<file path="src/rtl/ddr_line_if.sv">
`default_nettype none
// +---------------------------------------------------------------------------+
// | ddr_line_if : request/response bus between the tester and the DDR2 line   |
// |               RAM wrapper.                                      rev 1.0   |
// +---------------------------------------------------------------------------+
interface ddr_line_if #(
  parameter int ADDR_W = 24,
  parameter int LINE_W = 128
);
  logic              we;
  logic              re;
  logic [ADDR_W-1:0] addr;
  logic [LINE_W-1:0] wdata;
  logic [LINE_W-1:0] rdata;
  logic              wend;
  logic              rend;

  modport master (output we, re, addr, wdata, input rdata, wend, rend);
  modport slave  (input we, re, addr, wdata, output rdata, wend, rend);
endinterface
`default_nettype wire

</file>
<file path="src/rtl/ddr_line_tester.sv">
`default_nettype none
// +---------------------------------------------------------------------------+
// | ddr_line_tester : writes NLINES pattern lines, reads them back and counts |
// |                   mismatching words.                            rev 1.0   |
// +---------------------------------------------------------------------------+
module ddr_line_tester #(
  parameter int WORD_W  = 16,
  parameter int WORDS   = 8,
  parameter int ADDR_W  = 24,
  parameter int STRIDE  = 8,
  parameter int CNT_W   = 8,
  parameter int TIMEOUT = 4096,
  localparam int LINE_W = WORD_W * WORDS,
  localparam int SEL_W  = (WORDS > 1) ? $clog2(WORDS) : 1
) (
  input  wire logic              clk,
  input  wire logic              rst_n,
  input  wire logic              i_start,
  input  wire logic [1:0]        i_mode,
  input  wire logic [ADDR_W-1:0] i_base_addr,
  input  wire logic [CNT_W-1:0]  i_num_lines,
  input  wire logic [WORD_W-1:0] i_seed,
  input  wire logic [SEL_W-1:0]  i_sel,
  ddr_line_if.master             mem,
  output logic                   o_busy,
  output logic                   o_done,
  output logic                   o_pass,
  output logic                   o_timeout,
  output logic [CNT_W-1:0]       o_err_count,
  output logic [ADDR_W-1:0]      o_fail_addr,
  output logic [WORD_W-1:0]      o_dbg_word
);
  localparam int TW    = $clog2(TIMEOUT + 1);
  localparam int MIS_W = $clog2(WORDS + 1);

  typedef enum logic [2:0] {
    S_IDLE    = 3'd0,
    S_WR_REQ  = 3'd1,
    S_WR_WAIT = 3'd2,
    S_RD_REQ  = 3'd3,
    S_RD_WAIT = 3'd4,
    S_CHECK   = 3'd5,
    S_FIN     = 3'd6
  } state_t;

  state_t            r_state;
  logic [1:0]        r_mode;
  logic [ADDR_W-1:0] r_base;
  logic [CNT_W-1:0]  r_last;
  logic [WORD_W-1:0] r_seed;
  logic [CNT_W-1:0]  r_idx;
  logic [TW-1:0]     r_tcnt;
  logic              r_we;
  logic              r_re;
  logic [ADDR_W-1:0] r_addr;
  logic [LINE_W-1:0] r_wdata;
  logic [LINE_W-1:0] r_line;
  logic              r_busy;
  logic              r_done;
  logic              r_pass;
  logic              r_timeout;
  logic [CNT_W-1:0]  r_err;
  logic [ADDR_W-1:0] r_fail_addr;

  logic              w_inv;
  logic              w_last;
  logic              w_tmo;
  logic [ADDR_W-1:0] w_line_addr;
  logic [LINE_W-1:0] w_pat;
  logic [MIS_W-1:0]  w_nmis;
  logic [CNT_W:0]    w_sum;
  logic [CNT_W-1:0]  w_err_next;

  assign w_inv       = (r_mode == 2'd3);
  assign w_last      = (r_idx == r_last);
  assign w_tmo       = (r_tcnt == TW'(TIMEOUT - 1));
  assign w_line_addr = r_base + ADDR_W'(r_idx) * ADDR_W'(STRIDE);

  // Expected pattern of the current line, shared by the write and check phases
  for (genvar k = 0; k < WORDS; k++) begin : g_pat
    logic [WORD_W-1:0] w_word;
    assign w_word = r_seed + WORD_W'(r_idx) * WORD_W'(WORDS) + WORD_W'(k);
    assign w_pat[k*WORD_W +: WORD_W] = w_inv ? ~w_word : w_word;
  end

  always_comb begin
    w_nmis = '0;
    for (int k = 0; k < WORDS; k++) begin
      if (r_line[k*WORD_W +: WORD_W] != w_pat[k*WORD_W +: WORD_W])
        w_nmis = w_nmis + MIS_W'(1);
    end
  end

  assign w_sum      = {1'b0, r_err} + (CNT_W+1)'(w_nmis);
  assign w_err_next = w_sum[CNT_W] ? {CNT_W{1'b1}} : w_sum[CNT_W-1:0];

  always_ff @(posedge clk or negedge rst_n) begin
    if (!rst_n) begin
      r_state     <= S_IDLE;
      r_mode      <= '0;
      r_base      <= '0;
      r_last      <= '0;
      r_seed      <= '0;
      r_idx       <= '0;
      r_tcnt      <= '0;
      r_we        <= 1'b0;
      r_re        <= 1'b0;
      r_addr      <= '0;
      r_wdata     <= '0;
      r_line      <= '0;
      r_busy      <= 1'b0;
      r_done      <= 1'b0;
      r_pass      <= 1'b0;
      r_timeout   <= 1'b0;
      r_err       <= '0;
      r_fail_addr <= '0;
    end else begin
      r_done <= 1'b0;
      case (r_state)
        S_IDLE: begin
          if (i_start) begin
            r_mode      <= i_mode;
            r_base      <= i_base_addr;
            r_last      <= (i_num_lines == '0) ? '0 : i_num_lines - CNT_W'(1);
            r_seed      <= i_seed;
            r_idx       <= '0;
            r_pass      <= 1'b0;
            r_timeout   <= 1'b0;
            r_err       <= '0;
            r_fail_addr <= '0;
            r_busy      <= 1'b1;
            r_state     <= (i_mode == 2'd2) ? S_RD_REQ : S_WR_REQ;
          end
        end
        S_WR_REQ: begin
          if (!mem.wend) begin
            r_we    <= 1'b1;
            r_addr  <= w_line_addr;
            r_wdata <= w_pat;
            r_tcnt  <= '0;
            r_state <= S_WR_WAIT;
          end
        end
        S_WR_WAIT: begin
          if (mem.wend) begin
            r_we <= 1'b0;
            if (!w_last) begin
              r_idx   <= r_idx + CNT_W'(1);
              r_state <= S_WR_REQ;
            end else if (r_mode == 2'd1) begin
              r_done  <= 1'b1;
              r_pass  <= (r_err == '0);
              r_state <= S_FIN;
            end else begin
              r_idx   <= '0;
              r_state <= S_RD_REQ;
            end
          end else if (w_tmo) begin
            r_we      <= 1'b0;
            r_timeout <= 1'b1;
            r_pass    <= 1'b0;
            r_done    <= 1'b1;
            r_state   <= S_FIN;
          end else begin
            r_tcnt <= r_tcnt + TW'(1);
          end
        end
        S_RD_REQ: begin
          if (!mem.rend) begin
            r_re    <= 1'b1;
            r_addr  <= w_line_addr;
            r_tcnt  <= '0;
            r_state <= S_RD_WAIT;
          end
        end
        S_RD_WAIT: begin
          if (mem.rend) begin
            r_re    <= 1'b0;
            r_line  <= mem.rdata;
            r_state <= S_CHECK;
          end else if (w_tmo) begin
            r_re      <= 1'b0;
            r_timeout <= 1'b1;
            r_pass    <= 1'b0;
            r_done    <= 1'b1;
            r_state   <= S_FIN;
          end else begin
            r_tcnt <= r_tcnt + TW'(1);
          end
        end
        S_CHECK: begin
          r_err <= w_err_next;
          // err_count never returns to zero, so zero means no earlier mismatch
          if (w_nmis != '0 && r_err == '0)
            r_fail_addr <= r_addr;
          if (w_last) begin
            r_done  <= 1'b1;
            r_pass  <= (w_err_next == '0) && !r_timeout;
            r_state <= S_FIN;
          end else begin
            r_idx   <= r_idx + CNT_W'(1);
            r_state <= S_RD_REQ;
          end
        end
        S_FIN: begin
          r_busy  <= 1'b0;
          r_state <= S_IDLE;
        end
        default: r_state <= S_IDLE;
      endcase
    end
  end

  assign mem.we      = r_we;
  assign mem.re      = r_re;
  assign mem.addr    = r_addr;
  assign mem.wdata   = r_wdata;
  assign o_busy      = r_busy;
  assign o_done      = r_done;
  assign o_pass      = r_pass;
  assign o_timeout   = r_timeout;
  assign o_err_count = r_err;
  assign o_fail_addr = r_fail_addr;
  assign o_dbg_word  = r_line[i_sel*WORD_W +: WORD_W];
endmodule
`default_nettype wire
</file>
<file path="src/flat_wrapper.sv">
// flat-port wrapper written by rule: the top's interface ports become plain ports
module ddr_line_tester_flat 
#(
  parameter int WORD_W  = 16,
  parameter int WORDS   = 8,
  parameter int ADDR_W  = 24,
  parameter int STRIDE  = 8,
  parameter int CNT_W   = 8,
  parameter int TIMEOUT = 4096,
  localparam int LINE_W = WORD_W * WORDS,
  localparam int SEL_W  = (WORDS > 1) ? $clog2(WORDS) : 1
)
  (clk, rst_n, i_start, i_mode, i_base_addr, i_num_lines, i_seed, i_sel, o_busy, o_done, o_pass, o_timeout, o_err_count, o_fail_addr, o_dbg_word, mem_we, mem_re, mem_addr, mem_wdata, mem_rdata, mem_wend, mem_rend);
  ddr_line_if #(.ADDR_W(ADDR_W)) mem_i ();
  input  wire logic clk;
  input  wire logic rst_n;
  input  wire logic i_start;
  input  wire logic [1:0] i_mode;
  input  wire logic [ADDR_W-1:0] i_base_addr;
  input  wire logic [CNT_W-1:0] i_num_lines;
  input  wire logic [WORD_W-1:0] i_seed;
  input  wire logic [SEL_W-1:0] i_sel;
  output logic o_busy;
  output logic o_done;
  output logic o_pass;
  output logic o_timeout;
  output logic [CNT_W-1:0] o_err_count;
  output logic [ADDR_W-1:0] o_fail_addr;
  output logic [WORD_W-1:0] o_dbg_word;
  output wire logic [$bits(mem_i.we)-1:0] mem_we;
  output wire logic [$bits(mem_i.re)-1:0] mem_re;
  output wire logic [$bits(mem_i.addr)-1:0] mem_addr;
  output wire logic [$bits(mem_i.wdata)-1:0] mem_wdata;
  input wire logic [$bits(mem_i.rdata)-1:0] mem_rdata;
  input wire logic [$bits(mem_i.wend)-1:0] mem_wend;
  input wire logic [$bits(mem_i.rend)-1:0] mem_rend;
  assign mem_we = mem_i.we;
  assign mem_re = mem_i.re;
  assign mem_addr = mem_i.addr;
  assign mem_wdata = mem_i.wdata;
  assign mem_i.rdata = mem_rdata;
  assign mem_i.wend = mem_wend;
  assign mem_i.rend = mem_rend;
  ddr_line_tester #(.WORD_W(WORD_W), .WORDS(WORDS), .ADDR_W(ADDR_W), .STRIDE(STRIDE), .CNT_W(CNT_W), .TIMEOUT(TIMEOUT)) u_core (.clk(clk), .rst_n(rst_n), .i_start(i_start), .i_mode(i_mode), .i_base_addr(i_base_addr), .i_num_lines(i_num_lines), .i_seed(i_seed), .i_sel(i_sel), .mem(mem_i), .o_busy(o_busy), .o_done(o_done), .o_pass(o_pass), .o_timeout(o_timeout), .o_err_count(o_err_count), .o_fail_addr(o_fail_addr), .o_dbg_word(o_dbg_word));
endmodule
</file>
<file path="config.mk">
export PLATFORM = sky130hd
export DESIGN_NAME = ddr_line_tester_flat
export DESIGN_NICKNAME = d
export VERILOG_FILES = /design/src/rtl/ddr_line_if.sv /design/src/rtl/ddr_line_tester.sv /design/src/flat_wrapper.sv
export SDC_FILE = /design/constraint.sdc
export NUM_CORES = 1
export LEC_CHECK = 0
export BUFFER_PORTS_ARGS = -buffer_cell sky130_fd_sc_hd__buf_2
export CAP_MARGIN = 20
export CORE_MARGIN = 3
export CORE_UTILIZATION = 35
export CTS_CLUSTER_DIAMETER = 80
export DETAILED_ROUTE_END_ITERATION = 10
export PLACE_DENSITY = 0.51
export SETUP_SLACK_MARGIN = 0.5
export SLEW_MARGIN = 20
export SYNTH_ARGS = -nofsm -noshare
export SYNTH_HDL_FRONTEND = slang
export SYNTH_SLANG_ARGS = --single-unit
</file>
<file path="constraint.sdc">
create_clock -name clk -period 11.1 [get_ports clk]
set_input_delay 0 -clock clk [delete_from_list [all_inputs] [get_ports clk]]
set_output_delay 0 -clock clk [all_outputs]
set_load 0.05 [all_outputs]
</file>
==> out/metrics.cfg <==
[synthesis]
ys_seq_area_frac=0.428
yosys_warnings=0
synth-seq-cells=382
synth_edf_count=0
synth_area_leaders=dfrtp_1 43%, mux2_2 7.8%, xnor2_1 7.6%
async_flop_share=1.00
synth_cells=2204
synth_area_um2=22300
syn-mean-instance-area_um2=10.1
synth.top_cell.area_share=0.428
ys.flop_type=dfrtp_1
synth_fp_nets=2435
synthDistinctLibCells=82
yosysTopAreaCell=dfrtp_1

[worst_setup_path]
critical_path.startpoint_type=flip-flop
path_common_cell=ha_1
critPathCaptureType=flip-flop
worst-endpoint-required_ps=11580
path_class=reg2reg
r2r_slack_ps=1410
cp_max_fo=9
worstReg2RegStart=u_core.r_idx[0]
slowest_stage=or4_1
ff2ff_path_depth=36
crit_path_max_incr_delay_ps=640
critPathArrivalTime_ps=10170
r2r-end=u_core.o_pass

[cells_and_area]
final_cell_mix=390 x buf_2, 382 x dfrtp_1, 375 x nand2_1
nNetsFinal=2967
stdcell_area_um2=28500
final_common_cell=buf_2
layout-drive-gt1-share=0.259
area_delta_synth_final_pct=27.6

[global_route]
grt_max_degree=171
grt_pass1_vias=19236
antenna_found_initial=3
grt_usage=0.253
grt_pass1_wl_um=127000
grt_overflow=0

[routing]
wirelength_um=85700
drc=0
ant_nets=0
via_count=18955
drt_first_pass_iters=5
post_drt_wl_per_cell_um=23.7
via_per_inst=5.25
drt_iter0_markers=1401

[timing]
fin_tns_setup_ps=0
timing.fmax_mhz=103
slew_viol_final=0
worst_pin_slew_ps=1160
grt_setup_unrepaired=no
finalCritPeriodShare=0.873
slew_headroom=0.223
finalCriticalPeriod_ps=9690
hold_viol_final=0
finalClockSkew_ps=18.7
setup_viol=0

[clock_network]
cts_tree=built
clock_sinks=382
cts_buffers=46
ctsHtreeMaxLevel=2
post-cts-setup-buffer-count=0
path_clk_slew_ps=50
clk_latency_ps=580
cts_root_buffer=clkbuf_16
clockBufferDepth=3

[power]
pwr-share-seq=0.268
ir_drop_mv=0.201
leakagePower_nw=12.9
clockPowerShare=0.148
internal_power_mw=4.89
p_sw_mw=5.15
power.density_nw_per_um2=353
sw_frac_of_total=0.513
combPwrFrac=0.584

[floorplanning]
die_height_um=258
core_area_um2=62400
io_pins=392
initial_core_util=0.358
rows=91
chipWidth_um=258
die_area_um2=66800

[outcome]
status=completed

[placement]
gp_congestion=0.937
hpwl_um=65300
placed_area_um2=25100
portBuffers=391

[run]
drv_cap=0

[hold_path]
hp-class=in2async

-- worst max path at each step --
stage	cells after the start	startpoint	end	slack, ps
6_report	36	u_core.r_idx[0]	u_core.o_pass	1410
5_1_grt	37	u_core.r_idx[0]	u_core.o_pass	680
4_1_cts	36	u_core.r_idx[0]	u_core.o_pass	1150
3_5_place_dp	36	u_core.r_idx[0]	u_core.o_pass	1220
3_3_place_gp	36	u_core.r_idx[0]	u_core.o_pass	1480
2_1_floorplan	36	u_core.r_idx[0]	u_core.o_pass	2510
-- through the flow --
| stage | power [mW] | hold WS, ps | std cells | util | worst slack [ps] |
|---|---|---|---|---|---|
| after floorplan | 6.53 | -296 | 2204 | - | 2510 |
| after global placement | 8.42 | 19.5 | 3333 | 0.401 | 1480 |
| after detailed placement | 8.46 | 22.1 | 3334 | 0.402 | 1220 |
| after CTS | 10.0 | 16.1 | 3605 | 0.456 | 1150 |
| after global routing | 10.6 | 58.2 | 3606 | 0.456 | 678 |
| final | 10.0 | 7.12 | 3608 | 0.456 | 1410 |
-- state kept, by name, indices dropped and copies added, names as in the netlist --
| register | cells |
|---|---|
| u_core.mem.addr | 24 |
| u_core.mem.re | 1 |
| u_core.mem.wdata | 118 |
| u_core.mem.we | 1 |
| u_core.o_busy | 1 |
| u_core.o_done | 1 |
| u_core.o_err_count | 8 |
| u_core.o_fail_addr | 24 |
| u_core.o_pass | 1 |
| u_core.o_timeout | 1 |
| u_core.r_base | 24 |
| u_core.r_idx | 8 |
| u_core.r_last | 8 |
| u_core.r_line | 128 |
| u_core.r_mode | 2 |
| u_core.r_seed | 16 |
| u_core.r_state | 3 |
| u_core.r_tcnt | 13 |
-- per-layer routing --
metal	routed length (µm)	share of wire	global-route usage	up-vias
li1	-	-	-	8779
met3	4810	0.056	0.0359	122
met1	38400	0.45	0.354	9458
met2	40100	0.47	0.410	596
met4	2370	0.028	0.0730	0
met5	0	0	0	-
-- synthesized netlist by cell type (all sizes together) (42+ instances only) --
master  instances
mux2          154
ha             42
o21ai         186
nor3           48
buf            44
dfrtp         382
nor2           86
a21oi          55
clkbuf         89
nand3          50
nand2         375
xor2           93
xnor2         202
-- area by class of cell --
cell class,count,area (µm²)
sequential,382,9560
inverter,33,124
clock buffer,66,1320
multi-input combinational,1656,12100
timing repair buffer,617,4170
antenna,2,5.00
clock inverter,15,164
fill,6050,33900
tap,837,1050
-- critical path, delay by kind of cell, from the launching register on --
| family | cells | cell delay [ps] |
|---|---|---|
| AOI/OAI and AO/OA | 4 | 1050 |
| xor gates and xnor gates | 6 | 1800 |
| adders and majority gates | 7 | 2450 |
| buffers and inverters | 2 | 140 |
| DFF | 1 | 480 |
| muxes | 4 | 620 |
| and+or+nand+nor | 13 | 3060 |
-- power groups by stage --
stage	Clock [mW]	Combinational (mW)	Sequential (mW)
2_1_floorplan	0	3.26	3.27
3_3_place_gp	0	5.73	2.69
3_5_place_dp	0	5.76	2.70
4_1_cts	1.52	5.84	2.68
5_1_grt	1.59	6.24	2.75
6_report	1.48	5.86	2.69
-- repair_timing --
action                     in CTS  in global routing
hold endpoints to repair      254                  0
setup endpoints to repair       0                  1
hold buffers                  190                  0
resized for setup               0                  1
-- cells by family after synthesis --
| logic type | share of synthesized area |
|---|---|
| compound gates | 0.104 |
| mux | 0.115 |
| buf+inv | 0.0324 |
| xor+xnor | 0.145 |
| flops | 0.428 |
| fa+ha+maj | 0.0262 |
| simple gates | 0.149 |
Note: power is estimated with default switching activity, not from simulation.
